[src/rtl/mmse_pkg.sv]
// Shared definitions for the 2x2 MIMO MMSE detector blocks.
//   SAMPLE_W   : default sample width (two's-complement fixed point)
//   CD_TIMEOUT : default cd watchdog limit, in WAIT-state cycles
//   cd_state_t : cd_ctrl sequencer states
package mmse_pkg;

  localparam int SAMPLE_W   = 16;
  localparam int CD_TIMEOUT = 64;

  typedef enum logic [2:0] {
    ST_IDLE,
    ST_RUN0,
    ST_WAIT0,
    ST_RUN1,
    ST_WAIT1,
    ST_OUT
  } cd_state_t;

endpackage

[src/rtl/cd_watchdog.sv]
// Cycle watchdog for one cd column.
//   clk, reset : clock, synchronous active-high reset
//   clear      : restart the count (asserted in the RUN cycle)
//   enable     : count this cycle (asserted while waiting on cd)
//   expired    : enable is high and TIMEOUT-1 cycles have already elapsed
module cd_watchdog #(
  parameter int TIMEOUT = mmse_pkg::CD_TIMEOUT
) (
  input  logic clk,
  input  logic reset,
  input  logic clear,
  input  logic enable,
  output logic expired
);

  localparam int CW = (TIMEOUT > 1) ? $clog2(TIMEOUT) : 1;
  localparam logic [CW-1:0] LAST = CW'(TIMEOUT - 1);

  logic [CW-1:0] cnt;

  // Count holds at LAST so it can never wrap back to an in-range value.
  always_ff @(posedge clk) begin
    if (reset || clear)            cnt <= '0;
    else if (enable && !expired)   cnt <= cnt + 1'b1;
  end

  assign expired = enable && (cnt == LAST);

endmodule

[src/rtl/cd_ctrl.sv]
// Sequencer for the shared cd column-decomposition unit.
// Accepts one 2x2 channel matrix, runs column 0 then column 1 through cd,
// captures q1/q2/norm for each, and offers the result on a valid/ready port.
//   in_valid/in_ready, h11..h22        : matrix input (in_ready = state IDLE)
//   cd_start, cd_h1, cd_h2              : command to cd
//   cd_finish, cd_q1, cd_q2, cd_norm    : cd completion and results
//   out_valid/out_ready, q*, norm*, err : decomposition output
//   busy                                : transaction in progress
module cd_ctrl
  import mmse_pkg::*;
#(
  parameter int W       = SAMPLE_W,
  parameter int TIMEOUT = CD_TIMEOUT
) (
  input  logic         clk,
  input  logic         reset,
  input  logic         in_valid,
  output logic         in_ready,
  input  logic [W-1:0] h11,
  input  logic [W-1:0] h21,
  input  logic [W-1:0] h12,
  input  logic [W-1:0] h22,
  output logic         cd_start,
  output logic [W-1:0] cd_h1,
  output logic [W-1:0] cd_h2,
  input  logic [W-1:0] cd_q1,
  input  logic [W-1:0] cd_q2,
  input  logic [W-1:0] cd_norm,
  input  logic         cd_finish,
  output logic         out_valid,
  input  logic         out_ready,
  output logic [W-1:0] q11,
  output logic [W-1:0] q21,
  output logic [W-1:0] norm1,
  output logic [W-1:0] q12,
  output logic [W-1:0] q22,
  output logic [W-1:0] norm2,
  output logic         err,
  output logic         busy
);

  cd_state_t st, nxt;
  logic acc, cap0, cap1, abort0, abort1;
  logic wd_exp;
  logic [W-1:0] h12_r, h22_r;

  cd_watchdog #(.TIMEOUT(TIMEOUT)) u_wd (
    .clk     (clk),
    .reset   (reset),
    .clear   ((st == ST_RUN0) || (st == ST_RUN1)),
    .enable  ((st == ST_WAIT0) || (st == ST_WAIT1)),
    .expired (wd_exp)
  );

  always_ff @(posedge clk) begin
    if (reset) st <= ST_IDLE;
    else       st <= nxt;
  end

  // cd_finish wins over a same-cycle watchdog expiry.
  always_comb begin
    nxt    = st;
    acc    = 1'b0;
    cap0   = 1'b0;
    cap1   = 1'b0;
    abort0 = 1'b0;
    abort1 = 1'b0;
    case (st)
      ST_IDLE:  if (in_valid) begin nxt = ST_RUN0; acc = 1'b1; end
      ST_RUN0:  nxt = ST_WAIT0;
      ST_WAIT0: if (cd_finish)   begin nxt = ST_RUN1; cap0   = 1'b1; end
                else if (wd_exp) begin nxt = ST_OUT;  abort0 = 1'b1; end
      ST_RUN1:  nxt = ST_WAIT1;
      ST_WAIT1: if (cd_finish)   begin nxt = ST_OUT;  cap1   = 1'b1; end
                else if (wd_exp) begin nxt = ST_OUT;  abort1 = 1'b1; end
      ST_OUT:   if (out_ready) nxt = ST_IDLE;
      default:  nxt = ST_IDLE;
    endcase
  end

  assign in_ready = (st == ST_IDLE);

  // Outputs are decoded from the next state so they are registered yet line
  // up with the state they describe. Column-0 operands go straight to cd_h*
  // at accept; column-1 operands wait in h12_r/h22_r.
  always_ff @(posedge clk) begin
    if (reset) begin
      cd_start  <= 1'b0;
      out_valid <= 1'b0;
      busy      <= 1'b0;
      err       <= 1'b0;
      cd_h1     <= '0;
      cd_h2     <= '0;
      h12_r     <= '0;
      h22_r     <= '0;
      q11       <= '0;
      q21       <= '0;
      norm1     <= '0;
      q12       <= '0;
      q22       <= '0;
      norm2     <= '0;
    end else begin
      cd_start  <= (nxt == ST_RUN0) || (nxt == ST_RUN1);
      out_valid <= (nxt == ST_OUT);
      busy      <= (nxt != ST_IDLE);
      if (acc) begin
        cd_h1 <= h11;
        cd_h2 <= h21;
        h12_r <= h12;
        h22_r <= h22;
        err   <= 1'b0;
      end
      if (cap0) begin
        q11   <= cd_q1;
        q21   <= cd_q2;
        norm1 <= cd_norm;
        cd_h1 <= h12_r;
        cd_h2 <= h22_r;
      end
      if (cap1) begin
        q12   <= cd_q1;
        q22   <= cd_q2;
        norm2 <= cd_norm;
      end
      // A column-0 abort never runs column 1, so both columns read zero.
      if (abort0) begin
        q11   <= '0;
        q21   <= '0;
        norm1 <= '0;
        q12   <= '0;
        q22   <= '0;
        norm2 <= '0;
        err   <= 1'b1;
      end
      if (abort1) begin
        q12   <= '0;
        q22   <= '0;
        norm2 <= '0;
        err   <= 1'b1;
      end
    end
  end

endmodule

[config.mk]
export PLATFORM = sky130hd
export DESIGN_NAME = cd_ctrl
export DESIGN_NICKNAME = d
export VERILOG_FILES = /design/src/rtl/mmse_pkg.sv /design/src/rtl/cd_watchdog.sv /design/src/rtl/cd_ctrl.sv
export SDC_FILE = /design/constraint.sdc
export NUM_CORES = 1
export LEC_CHECK = 0
export ABC_CLOCK_PERIOD_IN_PS = 2000
export BUFFER_PORTS_ARGS = -buffer_cell sky130_fd_sc_hd__buf_2
export CAP_MARGIN = 5
export CELL_PAD_IN_SITES_DETAIL_PLACEMENT = 1
export CELL_PAD_IN_SITES_GLOBAL_PLACEMENT = 1
export CORE_MARGIN = 2
export CORE_UTILIZATION = 34
export DETAILED_ROUTE_END_ITERATION = 10
export GPL_TIMING_DRIVEN = 0
export HOLD_SLACK_MARGIN = 0.05
export PLACE_DENSITY_LB_ADDON = 0.15
export SLEW_MARGIN = 20
export SYNTH_ARGS = -nofsm -noshare
export SYNTH_HDL_FRONTEND = slang
export SYNTH_SLANG_ARGS = --single-unit
[constraint.sdc]
create_clock -name clk -period 2 [get_ports clk]
set_clock_uncertainty 0.05 [all_clocks]
set_input_delay 0.1 -clock clk [delete_from_list [all_inputs] [get_ports clk]]
set_output_delay 0.1 -clock clk [all_outputs]
set_load 0.01 [all_outputs]
; ---- Word-level counts from Yosys, hierarchy flattened
; Index checks and enable logic that the tools add are counted.
[classes]
n_addsub = 1
multipliers = 0
n_div = 0
n_lt_le_gt_ge = 0
eq_ne = 9
shift = 0
mux = 22
n_bitwise = 0
n_reduce_logical = 13
[ops]
columns = cell, n
row1 = 16-bit two-way mux, 4
row2 = 3-bit case mux with 6 select lines, 1
row3 = 3-bit two-way mux, 5
row4 = 1-bit two-way mux, 12
row5 = "3-bit by 2-bit equality test with 1-bit output, second input constant", 3
row6 = "3-bit equality test, second input constant", 3
row7 = "6-bit by 1-bit adder with 6-bit output, second input constant", 1
row8 = "3-bit by 1-bit equality test with 1-bit output, second input constant", 2
row9 = "6-bit equality test, second input constant", 1
row10 = 3-bit nonzero test, 2
row11 = 1-bit logical OR, 4
row12 = 3-bit logical NOT, 1
row13 = 3-bit OR reduction, 1
row14 = 1-bit logical AND, 2
row15 = 2-bit nonzero test, 1
row16 = 2-bit OR reduction, 1
row17 = 1-bit logical NOT, 1
[word_totals]
ff_bits = 173
latch_bits = 0
ramBits = 0
romBits = 0
input_bits = 117
output_inout_bits = 133
word_cells = 61
mem_count = 0

; ---- Logic depth before layout (Yosys ltp)
[depth]
depth_word = 8
depth_mapped = 7
depth_no_buf = 5

; ---- Hierarchy
; Synthesis repeated with hierarchy kept, for this count alone.
[hier_totals]
cells_unflattened = 812
hier_area_um2 = 6692.7
[modules_own_cells]
columns = module, n_inst, cells_each, area_per_inst_um2, seq_area_each_um2
row1 = cd_ctrl, 1, 779, 6391.1, 3343.2
row2 = cd_watchdog, 1, 33, 301.5, 120.1

; ---- Least setup slack after synthesis
; No wires, ideal clock.
[synth_path]
path_kind = register to register
startpoint = register u_wd.cnt[0]
endpoint = register norm1[11]
arrival_time_ns = 1.594
slack_ns = 0.237
path_stages_with_launch = 8
path_buffers = 2
synth_period_minus_slack_ns = 1.763
path_cell_list = dfxtp_1 -> ha_1 -> nand2_1 -> nor3_1 -> a41o_1 -> buf_2 -> buf_2 -> a21oi_1
[synth_between]
elab_chain_len = 6
[synth_rtl]
columns = item, line
row1 = "start, declared", cd_watchdog.sv:19  ; logic [CW-1:0] cnt;
row2 = "start signal, assigned", cd_watchdog.sv:24  ; else if (enable && !expired) cnt <= cnt + 1'b1;
row3 = 6-bit equality test, cd_watchdog.sv:27  ; assign expired = enable && (cnt == LAST);
row4 = 1-bit logical AND, cd_watchdog.sv:27
row5 = 1-bit two-way mux, cd_ctrl.sv:72  ; else if (wd_exp) begin nxt = ST_OUT; abort0 = 1'b1; end
row6 = 1-bit two-way mux, cd_ctrl.sv:71  ; ST_WAIT0: if (cd_finish) begin nxt = ST_RUN1; cap0 = 1'b1; end
row7 = 1-bit two-way mux, cd_ctrl.sv:68  ; case (st)
row8 = 2-bit OR reduction (no line), --
row9 = "end signal, assigned", cd_ctrl.sv:116  ; norm1 <= cd_norm;
row10 = "end, declared", cd_ctrl.sv:34  ; output logic [W-1:0] norm1,
; No other way between the ends.
; A chain may end at the register's enable or synchronous reset.

; ---- Final worst setup path
[layout_path]
startpoint = register st[2]
endpoint = register cd_h1[6]
[layout_between]
elab_chain_len = 3
elab_cells_between_ends = 6
classes_between = 1 x eq/ne / 3 x mux / 2 x reduce/logical
[layout_rtl]
columns = item, line
row1 = "start, declared", cd_ctrl.sv:42  ; cd_state_t st, nxt;
row2 = "start signal, assigned", cd_ctrl.sv:57  ; else st <= nxt;
row3 = 3-bit by 2-bit equality test with 1-bit output or 3-bit logical NOT (tied branches), cd_ctrl.sv:68
row4 = 1-bit two-way mux, cd_ctrl.sv:68
row5 = 16-bit two-way mux or 2-bit nonzero test (tied branches), --
row6 = "end signal, assigned", cd_ctrl.sv:117  ; cd_h1 <= h12_r;
row7 = "end, declared", cd_ctrl.sv:24  ; output logic [W-1:0] cd_h1,
; Parallel ways exist; a longest one is shown, timed or not.

==> results.json <==
{
  "fin_nets": 1314,
  "power_switching_w": 0.00215,
  "antenna_found_initial": 0,
  "final_common_cell": "nand2_1",
  "syn_inst": 812,
  "dp_hpwl_um": 16000,
  "status": "completed",
  "finalNonFillerCells": 1441,
  "ff2ff_setup_slack_ns": 0.15,
  "grt_start_max_net_pins": 17,
  "pwr-share-seq_pct": 43.5,
  "finalSetupViolCount": 0,
  "fillerInstances": 2286,
  "max_slew_margin_pct": 61.2,
  "multi_input_area_um2": 2630,
  "area_growth_pct": 53.6,
  "place_congestion": 0.776,
  "io_buffers": 248,
  "drc": 0,
  "crit_required_ns": 2.27,
  "placementRows": 50,
  "intPower_w": 0.00642,
  "path_clk_slew_ns": 0.06,
  "yosysSeqAreaShare_pct": 54.4,
  "maxCapViolations": 0,
  "die_y_um": 141,
  "post_drt_wl_per_cell_um": 16.6,
  "syn_avg_cell_area_um2": 7.84,
  "syn_nets": 930,
  "pwr-share-comb_pct": 13.7,
  "overflow": 0,
  "final_cell_mix": "nand2_1, buf_2, dfxtp_1",
  "clk_path_buf_depth": 2,
  "crit_type": "register to register",
  "netlist_area_um2": 6360,
  "worstSetupStartpointType": "register",
  "finalHoldViolCount": 0,
  "p_clk_share_pct": 42.8,
  "n_antenna_cell": 0,
  "period_needed_ns": 1.85,
  "grt_pass1_vias": 7259,
  "grt_pass1_wl_um": 37800,
  "via_per_inst": 4.87,
  "worst_setup_path_end_kind": "register",
  "die_w_um": 141,
  "p_per_area_nw_per_um2": 876,
  "synth_cell_types": 34,
  "yosys_warnings": 0,
  "cts-root-buf": "clkbuf_16",
  "postRouteAntennaNets": 0,
  "dp_cells": 1294,
  "holdCritPathClass": "input port to register",
  "clkLatencyLatePin_ns": 0.43,
  "clock-sinks": 173,
  "final_core_util_pct": 52.8,
  "drive_above_1_share_pct": 27.1,
  "power.total_w": 0.00856,
  "start_util_pct": 34.4,
  "pin_count": 250,
  "slew_violations": 0,
  "leakage_nw": 4.29,
  "worstMarginPinSlew_ns": 0.582,
  "fmax_mhz": 541,
  "core_area_um2": 18500,
  "cts_buffers": 17,
  "ys_ff_latch": 173,
  "cp_max_fo": 10,
  "wl_um": 23900,
  "min-delay-start": "in_valid",
  "r2r-start": "st[2]$_SDFF_PP0_",
  "dr.pass1.iters": 4,
  "htreeDepth": 4,
  "reg2reg_depth": 7,
  "worstPathArrival_ns": 2.12,
  "track_usage_pct": 23.8,
  "num_vias": 7014,
  "p_sw_share_pct": 25.0,
  "cts_tree": "done",
  "drt-initial-drc-count": 284,
  "r2r-end": "cd_h1[6]$_SDFFE_PP0P_",
  "hold_depth": 4,
  "fin_crit_sh_pct": 92.4,
  "seq_area_um2": 3470,
  "dieArea_um2": 19800,
  "peakVddDrop_mv": 0.600,
  "hold_end": "st[0]$_SDFF_PP0_"
}
## how the worst max path moves through the flow
stage	startpoint	end	slack, ns	cells after the start
CTS	u_wd.cnt[0]$_SDFFE_PP0P_	q22[1]$_SDFFE_PP0P_	0.0002	6
global placement	u_wd.cnt[0]$_SDFFE_PP0P_	norm1[14]$_SDFFE_PP0P_	-0.30	7
detailed placement	u_wd.cnt[0]$_SDFFE_PP0P_	q21[4]$_SDFFE_PP0P_	-0.31	7
floorplan	u_wd.cnt[0]$_SDFFE_PP0P_	norm1[11]$_SDFFE_PP0P_	0.24	7
finish	st[2]$_SDFF_PP0_	cd_h1[6]$_SDFFE_PP0P_	0.15	7
global route	u_wd.cnt[1]$_SDFFE_PP0P_	q12[9]$_SDFFE_PP0P_	-0.0006	7
## metal layers
layer  part of all wire, %  up-vias  global-route usage, %
met3                   6.3       34                   7.44
met4                   2.1        0                   7.95
met5                     0        -                      0
met1                    41     3333                   27.3
li1                      -     3453                      -
met2                    50      194                   42.0
## power groups by stage
stage	registers, W	clock network, W	logic, W
4_1_cts	0.00372	0.00372	0.00115
6_report	0.00372	0.00366	0.00118
2_1_floorplan	0.00384	0	0.000468
3_5_place_dp	0.00379	0	0.000966
3_3_place_gp	0.00379	0	0.000954
5_1_grt	0.00374	0.00385	0.00130
## synthesized netlist by cell type
| library cell | number | area (um2) |
|---|---|---|
| a211o_1 | 1 | 8.76 |
| a211oi_1 | 2 | 15.0 |
| a21boi_0 | 1 | 7.51 |
| a21o_1 | 2 | 15.0 |
| a21oi_1 | 135 | 676 |
| a22oi_1 | 1 | 7.51 |
| a311o_1 | 1 | 10.0 |
| a311oi_1 | 32 | 280 |
| a31oi_1 | 1 | 6.26 |
| a41o_1 | 1 | 10.0 |
| and3_1 | 3 | 18.8 |
| buf_1 | 6 | 22.5 |
| buf_2 | 20 | 100 |
| buf_6 | 2 | 22.5 |
| clkbuf_1 | 36 | 135 |
| dfxtp_1 | 173 | 3460 |
| ha_1 | 1 | 12.5 |
| inv_1 | 3 | 11.3 |
| mux2i_1 | 1 | 10.0 |
| nand2_1 | 322 | 1210 |
| nand2b_1 | 1 | 6.26 |
| nand3_1 | 7 | 35.0 |
| nand3b_1 | 2 | 15.0 |
| nor2_1 | 38 | 143 |
| nor2b_1 | 2 | 12.5 |
| nor3_1 | 2 | 10.0 |
| nor3b_1 | 1 | 7.51 |
| nor4_1 | 1 | 6.26 |
| o21ai_0 | 6 | 30.0 |
| o311ai_0 | 1 | 8.76 |
| o31ai_1 | 1 | 7.51 |
| or3_1 | 4 | 25.0 |
| xnor2_1 | 1 | 8.76 |
| xor2_1 | 1 | 8.76 |
## worst max-delay path, stage by stage (launching register included)
cell and delay [ns]:
dfxtp_1 0.32, buf_6 0.14, nor2_1 0.18, and3_1 0.17, buf_2 0.20, buf_2 0.27, nand2_1 0.10, a311oi_1 0.31
## cell type report
| cell class | instances | share of cell area, % |
|---|---|---|
| Buffer | 64 | 3.35 |
| Clock inverter | 10 | 1.92 |
| Timing Repair Buffer | 365 | 24.6 |
| Multi-Input combinational cell | 572 | 26.9 |
| Sequential cell | 173 | 35.4 |
| Clock buffer | 20 | 4.67 |
| Inverter | 3 | 0.115 |
| Tap cell | 234 | 2.99 |
## registers in the layout, indices dropped and copies added, names as in the netlist, 3 cells and up
register / cells
u_wd.cnt: 6
cd_h2: 16
q11: 16
q21: 16
norm1: 16
h12_r: 16
cd_h1: 16
st: 3
norm2: 16
h22_r: 16
q12: 16
q22: 16
## timing repair
action,4_1_cts,5_1_grt
setup buffers,0,3
hold buffers,114,0
setup endpoints to repair,120,143
pin swaps,0,3
endpoints found under the hold margin,163,0
gates resized for setup,8,46
## through the flow
step	area, um2	worst slack, ns	TNS, ns	hold WS (ns)
detailed placement	7900	-0.308	-17.16	0.303
CTS	9710	0.000183	0	0.0878
finish	9780	0.152	0	0.110
floorplan	6360	0.237	0	0.186
global placement	7900	-0.300	-16.96	0.299
global route	9780	-0.000571	-0.000571	0.138
## cells by family (layout without fill, tap and decap cells)
family | Yosys count | in the layout | synth area share, %
XOR/XNOR | 2 | 2 | 0.275
flip-flops | 173 | 173 | 54.4
AO/OA/AOI/OAI | 185 | 185 | 17.0
AND/OR/NAND/NOR | 383 | 383 | 23.4
buffers and inverters | 67 | 462 | 4.58
multiplexers | 1 | 1 | 0.157
adder cells (fa/ha/maj) | 1 | 1 | 0.197
No activity file was read; power rests on OpenSTA's default activity.
